File: config.mk
export PLATFORM = sky130hd
export DESIGN_NAME = ozixe_cfg_loader_flat
export DESIGN_NICKNAME = d
export VERILOG_FILES = /design/src/rtl/ozixe_cfg_loader_pkg.sv /design/src/rtl/ozixe_cfg_loader_if.sv /design/src/rtl/ozixe_cfg_loader_crc16.sv /design/src/rtl/ozixe_cfg_loader.sv /design/src/flat_wrapper.sv
export SDC_FILE = /design/constraint.sdc
export NUM_CORES = 1
export LEC_CHECK = 0
export BUFFER_PORTS_ARGS = -buffer_cell sky130_fd_sc_hd__buf_2
export CAP_MARGIN = 20
export CORE_MARGIN = 2
export CORE_UTILIZATION = 45
export CTS_CLUSTER_SIZE = 40
export DETAILED_ROUTE_END_ITERATION = 8
export PLACE_DENSITY = 0.7
export RECOVER_POWER = 25
export SKIP_LAST_GASP = 1
export SLEW_MARGIN = 0
export SYNTH_ARGS = -nofsm -noshare
export SYNTH_HDL_FRONTEND = slang
export SYNTH_SLANG_ARGS = --single-unit
File: constraint.sdc
create_clock -name clk -period 3.65 [get_ports clk]
set_input_delay 0.9125 -clock clk [delete_from_list [all_inputs] [get_ports clk]]
set_output_delay 0.9125 -clock clk [all_outputs]
set_load 0.1 [all_outputs]
File: src/rtl/ozixe_cfg_loader_pkg.sv
// Shared types and constants for the OZIXE configuration frame loader.
// Holds the loader state encoding, the frame constants and the CRC-16 byte step.
package ozixe_cfg_pkg;

    typedef enum logic [2:0] {
        HUNT,
        HDR,
        DATA,
        CRC,
        DONE,
        ERR
    } state_e;

    localparam logic [31:0] SYNC_WORD_DEF = 32'hA5C3_0E1F;
    localparam logic [15:0] CRC_POLY      = 16'h1021;
    localparam logic [15:0] CRC_INIT      = 16'hFFFF;

    localparam logic [1:0] ERR_NONE     = 2'd0;
    localparam logic [1:0] ERR_ADDR_OVF = 2'd1;
    localparam logic [1:0] ERR_CRC      = 2'd2;

    // CRC-16-CCITT, MSB first, one byte folded into the top of the register.
    function automatic logic [15:0] crc16_update(input logic [15:0] crc, input logic [7:0] data);
        logic [15:0] c;
        c = crc ^ {data, 8'h00};
        for (int i = 0; i < 8; i++) begin
            c = c[15] ? ((c << 1) ^ CRC_POLY) : (c << 1);
        end
        return c;
    endfunction

endpackage

File: src/rtl/ozixe_cfg_loader_if.sv
// Byte-stream input and config-memory write bus of the loader.
// The loader takes the slave view; the stream source / memory side takes the master view.
interface ozixe_cfg_loader_if #(
    parameter int ADDR_W = 16,
    parameter int DATA_W = 32
) ();

    logic [7:0]        s_data;
    logic              s_valid;
    logic              s_ready;
    logic [ADDR_W-1:0] cfg_addr;
    logic [DATA_W-1:0] cfg_wdata;
    logic              cfg_valid;
    logic              cfg_ready;

    modport master (
        output s_data,
        output s_valid,
        input  s_ready,
        input  cfg_addr,
        input  cfg_wdata,
        input  cfg_valid,
        output cfg_ready
    );

    modport slave (
        input  s_data,
        input  s_valid,
        output s_ready,
        output cfg_addr,
        output cfg_wdata,
        output cfg_valid,
        input  cfg_ready
    );

endinterface

File: src/rtl/ozixe_cfg_loader_crc16.sv
// Combinational CRC-16-CCITT step over one stream byte.
// The running CRC register lives in the loader.
module ozixe_crc16_byte
    import ozixe_cfg_pkg::*;
(
    input  logic [15:0] crc_in,
    input  logic [7:0]  data_in,
    output logic [15:0] crc_out
);

    assign crc_out = crc16_update(crc_in, data_in);

endmodule

File: src/rtl/ozixe_cfg_loader.sv
// OZIXE configuration frame loader: hunts the sync word, parses the header, packs
// payload bytes into words, writes them to tile config memory and checks the frame CRC.
module ozixe_cfg_loader
    import ozixe_cfg_pkg::*;
#(
    parameter int          CFG_ADDR_W = 16,
    parameter int          CFG_DATA_W = 32,
    parameter logic [31:0] SYNC_WORD  = SYNC_WORD_DEF
) (
    input  logic                clk,
    input  logic                rst_n,
    ozixe_cfg_loader_if.slave   bus,
    input  logic                restart,
    output logic                done,
    output logic                error,
    output logic [1:0]          err_code
);

    localparam logic [32:0] ADDR_LIMIT = 33'd1 << CFG_ADDR_W;

    state_e                  state_q, state_d;
    logic [23:0]             window_q, window_d;
    logic [15:0]             crc_q, crc_d;
    logic [1:0]              byte_cnt_q, byte_cnt_d;
    logic [CFG_ADDR_W-1:0]   addr_q, addr_d;
    logic [15:0]             remaining_q, remaining_d;
    logic [CFG_ADDR_W-1:0]   cfg_addr_q, cfg_addr_d;
    logic [CFG_DATA_W-1:0]   cfg_wdata_q, cfg_wdata_d;
    logic                    cfg_valid_q, cfg_valid_d;
    logic                    done_q, done_d;
    logic                    error_q, error_d;
    logic [1:0]              err_code_q, err_code_d;

    logic                    s_ready;
    logic                    s_fire;
    logic                    cfg_fire;
    logic                    last_pending;
    logic [31:0]             shifted;
    logic [15:0]             crc_next;
    logic [32:0]             hdr_end;
    logic [CFG_ADDR_W-1:0]   addr_inc;

    ozixe_crc16_byte u_crc (
        .crc_in  (crc_q),
        .data_in (bus.s_data),
        .crc_out (crc_next)
    );

    assign shifted      = {window_q, bus.s_data};
    assign s_fire       = bus.s_valid && s_ready;
    assign cfg_fire     = cfg_valid_q && bus.cfg_ready;
    assign last_pending = cfg_valid_q && (remaining_q == 16'd1);
    assign hdr_end      = 33'(shifted[31:16]) + 33'(shifted[15:0]);
    assign addr_inc     = addr_q + CFG_ADDR_W'(1);

    // While the last word is pending, the next byte is a CRC byte, so DATA must
    // not swallow it even during the accepting cycle.
    always_comb begin
        s_ready = 1'b0;
        if (rst_n) begin
            case (state_q)
                HUNT, HDR, CRC: s_ready = 1'b1;
                DATA:           s_ready = !cfg_valid_q || (bus.cfg_ready && !last_pending);
                default:        s_ready = 1'b0;
            endcase
        end
    end

    always_comb begin
        state_d     = state_q;
        window_d    = window_q;
        crc_d       = crc_q;
        byte_cnt_d  = byte_cnt_q;
        addr_d      = addr_q;
        remaining_d = remaining_q;
        cfg_addr_d  = cfg_addr_q;
        cfg_wdata_d = cfg_wdata_q;
        cfg_valid_d = cfg_valid_q;
        done_d      = done_q;
        error_d     = error_q;
        err_code_d  = err_code_q;

        if (cfg_fire) begin
            cfg_valid_d = 1'b0;
            addr_d      = addr_inc;
            remaining_d = remaining_q - 16'd1;
        end

        case (state_q)
            HUNT: begin
                if (s_fire) begin
                    window_d = shifted[23:0];
                    if (shifted == SYNC_WORD) begin
                        state_d    = HDR;
                        crc_d      = CRC_INIT;
                        byte_cnt_d = 2'd0;
                    end
                end
            end

            HDR: begin
                if (s_fire) begin
                    window_d   = shifted[23:0];
                    crc_d      = crc_next;
                    byte_cnt_d = byte_cnt_q + 2'd1;
                    if (byte_cnt_q == 2'd3) begin
                        addr_d      = CFG_ADDR_W'(shifted[31:16]);
                        remaining_d = shifted[15:0];
                        byte_cnt_d  = 2'd0;
                        if (hdr_end > ADDR_LIMIT) begin
                            state_d    = ERR;
                            error_d    = 1'b1;
                            err_code_d = ERR_ADDR_OVF;
                        end else if (shifted[15:0] == 16'd0) begin
                            state_d = CRC;
                        end else begin
                            state_d = DATA;
                        end
                    end
                end
            end

            DATA: begin
                if (s_fire) begin
                    window_d   = shifted[23:0];
                    crc_d      = crc_next;
                    byte_cnt_d = byte_cnt_q + 2'd1;
                    if (byte_cnt_q == 2'd3) begin
                        cfg_valid_d = 1'b1;
                        cfg_wdata_d = CFG_DATA_W'(shifted);
                        cfg_addr_d  = cfg_fire ? addr_inc : addr_q;
                    end
                end
                if (cfg_fire && remaining_q == 16'd1) begin
                    state_d    = CRC;
                    byte_cnt_d = 2'd0;
                end
            end

            CRC: begin
                if (s_fire) begin
                    window_d   = shifted[23:0];
                    byte_cnt_d = byte_cnt_q + 2'd1;
                    if (byte_cnt_q == 2'd1) begin
                        byte_cnt_d = 2'd0;
                        if (shifted[15:0] == crc_q) begin
                            state_d = DONE;
                            done_d  = 1'b1;
                        end else begin
                            state_d    = ERR;
                            error_d    = 1'b1;
                            err_code_d = ERR_CRC;
                        end
                    end
                end
            end

            DONE, ERR: begin
                if (restart) begin
                    state_d    = HUNT;
                    done_d     = 1'b0;
                    error_d    = 1'b0;
                    err_code_d = ERR_NONE;
                    window_d   = '0;
                    crc_d      = CRC_INIT;
                    byte_cnt_d = 2'd0;
                end
            end

            default: state_d = HUNT;
        endcase
    end

    // Reset abandons any frame in flight; memory already written stays as is.
    always_ff @(posedge clk) begin
        if (!rst_n) begin
            state_q     <= HUNT;
            window_q    <= '0;
            crc_q       <= CRC_INIT;
            byte_cnt_q  <= 2'd0;
            addr_q      <= '0;
            remaining_q <= 16'd0;
            cfg_addr_q  <= '0;
            cfg_wdata_q <= '0;
            cfg_valid_q <= 1'b0;
            done_q      <= 1'b0;
            error_q     <= 1'b0;
            err_code_q  <= ERR_NONE;
        end else begin
            state_q     <= state_d;
            window_q    <= window_d;
            crc_q       <= crc_d;
            byte_cnt_q  <= byte_cnt_d;
            addr_q      <= addr_d;
            remaining_q <= remaining_d;
            cfg_addr_q  <= cfg_addr_d;
            cfg_wdata_q <= cfg_wdata_d;
            cfg_valid_q <= cfg_valid_d;
            done_q      <= done_d;
            error_q     <= error_d;
            err_code_q  <= err_code_d;
        end
    end

    assign bus.s_ready   = s_ready;
    assign bus.cfg_addr  = cfg_addr_q;
    assign bus.cfg_wdata = cfg_wdata_q;
    assign bus.cfg_valid = cfg_valid_q;
    assign done          = done_q;
    assign error         = error_q;
    assign err_code      = err_code_q;

endmodule
File: src/flat_wrapper.sv
// flat-port wrapper written by rule: the top's interface ports become plain ports
module ozixe_cfg_loader_flat import ozixe_cfg_pkg::*;
#(
    parameter int          CFG_ADDR_W = 16,
    parameter int          CFG_DATA_W = 32,
    parameter logic [31:0] SYNC_WORD  = SYNC_WORD_DEF
)
  (clk, rst_n, restart, done, error, err_code, bus_s_data, bus_s_valid, bus_s_ready, bus_cfg_addr, bus_cfg_wdata, bus_cfg_valid, bus_cfg_ready);
  ozixe_cfg_loader_if bus_i ();
  input  logic clk;
  input  logic rst_n;
  input  logic restart;
  output logic done;
  output logic error;
  output logic [1:0] err_code;
  input wire logic [$bits(bus_i.s_data)-1:0] bus_s_data;
  input wire logic [$bits(bus_i.s_valid)-1:0] bus_s_valid;
  output wire logic [$bits(bus_i.s_ready)-1:0] bus_s_ready;
  output wire logic [$bits(bus_i.cfg_addr)-1:0] bus_cfg_addr;
  output wire logic [$bits(bus_i.cfg_wdata)-1:0] bus_cfg_wdata;
  output wire logic [$bits(bus_i.cfg_valid)-1:0] bus_cfg_valid;
  input wire logic [$bits(bus_i.cfg_ready)-1:0] bus_cfg_ready;
  assign bus_i.s_data = bus_s_data;
  assign bus_i.s_valid = bus_s_valid;
  assign bus_s_ready = bus_i.s_ready;
  assign bus_cfg_addr = bus_i.cfg_addr;
  assign bus_cfg_wdata = bus_i.cfg_wdata;
  assign bus_cfg_valid = bus_i.cfg_valid;
  assign bus_i.cfg_ready = bus_cfg_ready;
  ozixe_cfg_loader #(.CFG_ADDR_W(CFG_ADDR_W), .CFG_DATA_W(CFG_DATA_W), .SYNC_WORD(SYNC_WORD)) u_core (.clk(clk), .rst_n(rst_n), .bus(bus_i), .restart(restart), .done(done), .error(error), .err_code(err_code));
endmodule
* Word level (Yosys, flattened, before mapping)
Index checks and enable logic that the tools add are counted.
Operators by class: add/subtract/negate cells 4, magnitude comparators 1, equal/unequal tests 24, muxes and demuxes 71, bitwise gates (word level) 9, reductions and logical operators 26
Operators by type and width (number):
- $mux 16 | 12
- $mux 13 | 8
- $mux 24 | 2
- $pmux 16 s3 | 1
- $pmux 24 s2 | 1
- $gt 33x17->1 const B | 1
- $eq 32x32->1 const B | 1
- $mux 2 | 15
- $mux 3 | 9
- $not 3->3 | 8
- $ne 2x1->1 const B | 11
- $add 16x16->17 | 1
- $mux 1 | 17
- $add 16x1->16 const B | 1
- $eq 16x1->1 const B | 1
- $eq 16x16->1 | 1
- $logic_not 16->1 | 1
- $reduce_and 8->1 | 2
- $sub 16x1->16 const B | 1
- $xor 16x16->16 | 1
- $pmux 3 s5 | 1
- $pmux 2 s5 | 1
- $reduce_and 5->1 | 2
- $reduce_and 7->1 | 1
- other kinds (22) | 35
Word-level totals: register bits after elaboration 130, input port bits 13

* Logic depth before layout (Yosys ltp)
depth in word-level cells 19, depth in mapped cells 14, depth with buffers taken out 12

* Cells and area by module
From an unflattened synthesis, not the netlist that was laid out.
Second synthesis, totals: cells, all modules 838, area total of the unflattened synthesis 6949.2 um^2
By module, submodules not included:
- ozixe_cfg_loader | instances 1, cells each 813, area each 6572.6 um^2, seq. area each 2602.5 um^2
- ozixe_crc16_byte | instances 1, cells each 25, area each 376.6 um^2, seq. area each 0.0 um^2

* Least setup slack after synthesis
No wires, ideal clock.
path kind in2reg, start in bus_cfg_ready, end reg u_core.crc_q[5], library setup time 74 ps, arrival 3806 ps, data required time 3576 ps, path slack -230 ps, cell stages on the path 7, buffers on the path 1, cell sequence o21ai_1 a31oi_1 nand2_1 a221oi_2 clkbuf_1 nor3_1 a31oi_1
Between the ends: cells in the longest elaborated chain, start to end 7
Ends and longest elaborated chain:
- start, declared | RTL line flat_wrapper.sv:22 | input wire logic [$bits(bus_i.cfg_ready)-1:0] bus_cfg_ready;
- $logic_and 1x1->1 * | RTL line ozixe_cfg_loader.sv:63 | DATA: s_ready = !cfg_valid_q || (bus.cfg_ready && !last_pending);
- $logic_or 1x1->1 * | RTL line ozixe_cfg_loader.sv:63
- $pmux 1 s2 * | RTL line ozixe_cfg_loader.sv:61 | case (state_q)
- $mux 1 * | RTL line ozixe_cfg_loader.sv:60 | if (rst_n) begin
- via bus_s_ready | RTL line flat_wrapper.sv:18 | output wire logic [$bits(bus_i.s_ready)-1:0] bus_s_ready;
- $logic_and 1x1->1 * | RTL line ozixe_cfg_loader.sv:50 | assign s_fire = bus.s_valid && s_ready;
- $ne 2x1->1 (no source line)
- $reduce_and 5->1 (no source line) *
- end signal, assigned | RTL line ozixe_cfg_loader.sv:192 | crc_q <= crc_d;
- end, declared | RTL line ozixe_cfg_loader.sv:23 | logic [15:0] crc_q, crc_d;
The timed path passes the listed nets; every way through them passes the cells marked *. A chain may end at the register's enable or synchronous reset.

* Worst setup path in the final report
start in bus_s_data[0], end reg u_core.state_q[2]
Between the ends: cells in the longest elaborated chain, start to end 6
Ends and longest elaborated chain:
- start, declared | RTL line flat_wrapper.sv:16 | input wire logic [$bits(bus_i.s_data)-1:0] bus_s_data;
- $add 16x16->17 | RTL line ozixe_cfg_loader.sv:53 | assign hdr_end = 33'(shifted[31:16]) + 33'(shifted[15:0]);
- $gt 33x17->1 | RTL line ozixe_cfg_loader.sv:110 | if (hdr_end > ADDR_LIMIT) begin
- $mux 3 | RTL line ozixe_cfg_loader.sv:110
- $mux 3 | RTL line ozixe_cfg_loader.sv:106 | if (byte_cnt_q == 2'd3) begin
- $mux 3 | RTL line ozixe_cfg_loader.sv:102 | if (s_fire) begin
- $pmux 3 s5 | RTL line ozixe_cfg_loader.sv:89 | case (state_q)
- end signal, assigned | RTL line ozixe_cfg_loader.sv:190 | state_q <= state_d;
- end, declared | RTL line ozixe_cfg_loader.sv:21 | state_e state_q, state_d;
Parallel ways exist; a longest one is shown, timed or not. The select of a mux whose other input is x is not followed.

==> results.py <==
metrics = {
    "outcome": {
        "status": "finished clean",
    },
    "power_and_ir_drop": {
        "leakagePower_uw": 0.00295,
        "finalPower_uw": 4430,
        "p_per_area_nw_per_um2": 547,
        "ir_worst_vdd_mv": 0.398,
    },
    "global_routing": {
        "grt_busiest_layer": "met2",
        "use_met2": 0.386,
        "grt_overflow": 0,
        "grtUsageTotal": 0.237,
        "grt_pass1_vias": 5733,
        "grt_antenna_before_repair": 0,
        "use_met3": 0.0680,
        "grt_max_degree": 66,
        "met1_usage": 0.307,
        "grt_pass1_wl_um": 29900,
    },
    "logic_synthesis": {
        "yosys_register_bits": 130,
        "synth_top_family_by_area": "simple AND/OR/NAND/NOR gates",
        "yosys.area_share.simple": 0.230,
        "synth-adder-area-share": 0.0441,
        "synth_top_flop_cell": "dfxtp_1",
        "avgSynthCellArea_um2": 8.14,
        "muxShareOfSynthArea": 0.00748,
        "yosysWarnings": 0,
        "synthesis.area_um2": 6690,
        "yosysUniqueCellTypes": 63,
        "async_reset_ff_frac": 0,
        "synth_xor_area_frac": 0.101,
        "synth_compound_gate_area_share": 0.187,
        "syn_nets": 858,
        "ys_seq_area_frac": 0.389,
        "postSynthCellCount": 822,
        "synth_edf_count": 0,
    },
    "floorplanning": {
        "die-height_um": 126,
        "placement_rows": 44,
        "die_x_um": 126,
        "top_level_ports": 67,
        "coreArea_um2": 14500,
        "start_util": 0.460,
        "die_area_um2": 15900,
    },
    "timing": {
        "hold_viol": 0,
        "skew_ns": 0.00704,
        "period_share": 0.981,
        "period_needed_ns": 3.58,
        "maxSlewViolCount": 0,
        "max-slew-margin-rel": 0.217,
        "timing.fmax_mhz": 279,
        "setup_violations": 0,
        "tightest_slew_ns": 1.18,
    },
    "setup_path": {
        "startpoint_type": "primary input",
        "required_ns": 3.92,
        "critPathMaxFanout": 7,
        "crit_type": "in -> reg",
        "worstSetupEndpointType": "register",
        "worstPathArrival_ns": 3.85,
    },
    "cts": {
        "clock-sinks": 130,
        "ctsHtreeMaxLevel": 4,
        "insertion_delay_ns": 0.42,
        "cts_root_buf": "clkbuf_16",
        "cts_max_path_buffers": 2,
        "cts_buffers": 17,
        "cts_tree": "done",
        "clk_pin_slew_ns": 0.05,
    },
    "layout": {
        "drive_gt1_frac": 0.145,
        "nets": 941,
        "diodes": 0,
        "final_cell_mix": "dfxtp_1, nand2_1, nor2_1",
        "areaGrowthSynthToFinish_pct": 21.0,
        "fin_util": 0.557,
        "layout_commonest_cell": "dfxtp_1",
    },
    "route": {
        "drtPass1Iterations": 5,
        "vias": 6307,
        "viasPerCell": 5.73,
        "wl_um": 19000,
        "wl_per_cell_um": 17.3,
        "drtAntennaViolNets": 0,
        "drt-initial-drc-count": 426,
        "route.detailed.drc": 0,
    },
    "run": {
        "drv_cap": 0,
    },
    "hold_path": {
        "hold_path.class": "reg -> reg",
    },
    "place": {
        "io_buffers": 66,
        "place_congestion": 0.890,
        "dp_hpwl_um": 13200,
    },
}
## repair_timing
item	in CTS	in global routing
hold buffers	0	0
endpoints found under the setup margin	0	4
gates resized for setup	0	15
buffers inserted	0	2
## per-stage QoR
stage	setup WS, ns	hold slack [ns]	instances	instance area (um^2)	setup TNS [ns]
4_1_cts	0.0735	0.449	1099	8070	0
2_1_floorplan	-0.00489	0.469	822	6710	-0.00489
3_3_place_gp	-0.264	0.441	1068	7520	-1.11
3_5_place_dp	-0.353	0.443	1068	7520	-1.65
5_1_grt	-0.0226	0.473	1101	8100	-0.0226
6_report	0.0705	0.452	1101	8100	0
## layer usage
layer	vias up	part of all wire	wire [um]
met5	-	0	0
met4	0	0.020	371
li1	3068	-	-
met3	28	0.076	1450
met1	2969	0.43	8150
met2	242	0.48	9040
## state kept, by name, summed over array words and instances, names as in the netlist
signal and cells:
u_core.bus.cfg_wdata 32, u_core.window_q 24, u_core.addr_q 16, u_core.bus.cfg_addr 16, u_core.crc_q 16, u_core.remaining_q 16
u_core.state_q 3, u_core.byte_cnt_q 2, u_core.err_code 2, u_core.bus.cfg_valid 1, u_core.done 1, u_core.error 1
## path summary, 6_finish.rpt
path	startpoint	endpoint	slack [ns]	cells after the start
worst min-delay path	u_core.done	u_core.done	0.45	2
worst max register to register	u_core.window_q[8]	u_core.state_q[2]	0.29	13
worst max-delay path	bus_s_data[0]	u_core.state_q[2]	0.07	14
worst min register to register	u_core.done	u_core.done	0.45	2
## worst max-delay path, cell delays in order
cell	delay, ns
buf_6	0.10
ha_4	0.16
fa_2	0.42
a211oi_4	0.27
o21ai_2	0.09
and4_1	0.20
o41a_1	0.34
xnor2_1	0.19
nand4_1	0.16
or4b_4	0.57
o211ai_2	0.08
buf_6	0.14
nor2b_4	0.14
o32ai_2	0.06
## cell usage after synthesis, types with 5 or more instances
cell type	count	area share
nand4_1	13	0.012
and3_1	8	0.0075
nor2_1	80	0.045
or4_1	5	0.0056
inv_1	14	0.0079
xor2_1	17	0.022
o21ai_1	5	0.0037
nand2_1	111	0.062
o21ai_0	9	0.0067
nor4_1	9	0.0084
mux2i_1	5	0.0075
ha_1	22	0.041
nand2b_1	9	0.0084
a21oi_1	73	0.055
xnor2_1	60	0.079
clkbuf_1	51	0.029
nor3_1	24	0.018
a211oi_1	52	0.058
dfxtp_1	130	0.39
a31oi_1	20	0.019
nand3_1	38	0.028
nor2b_1	9	0.0084
buf_1	7	0.0039
## kinds of logic after synthesis
kind of cell	count (synthesis)
compound gates	188
xor+xnor	77
fa+ha+maj	23
buf+inv	73
flops	130
mux	5
simple gates	326
## final cells by class
cell class              instances  area [um^2]
inverters                      14         53.8
flip-flops and latches        130         2600
fillers                      1392         6440
well taps                     184          230
multi-input cells             619         3910
clock inverters                10          113
clock buffers                  21          440
repair buffers                123          749
## power by group
part | switching (uW) | leakage, uW | internal, uW
Clock | 616 | 0.000267 | 996
Sequential | 164 | 0.00105 | 1570
Combinational | 641 | 0.00163 | 443
Total | 1420 | 0.00295 | 3010
Note: power is estimated with default switching activity, not from simulation.
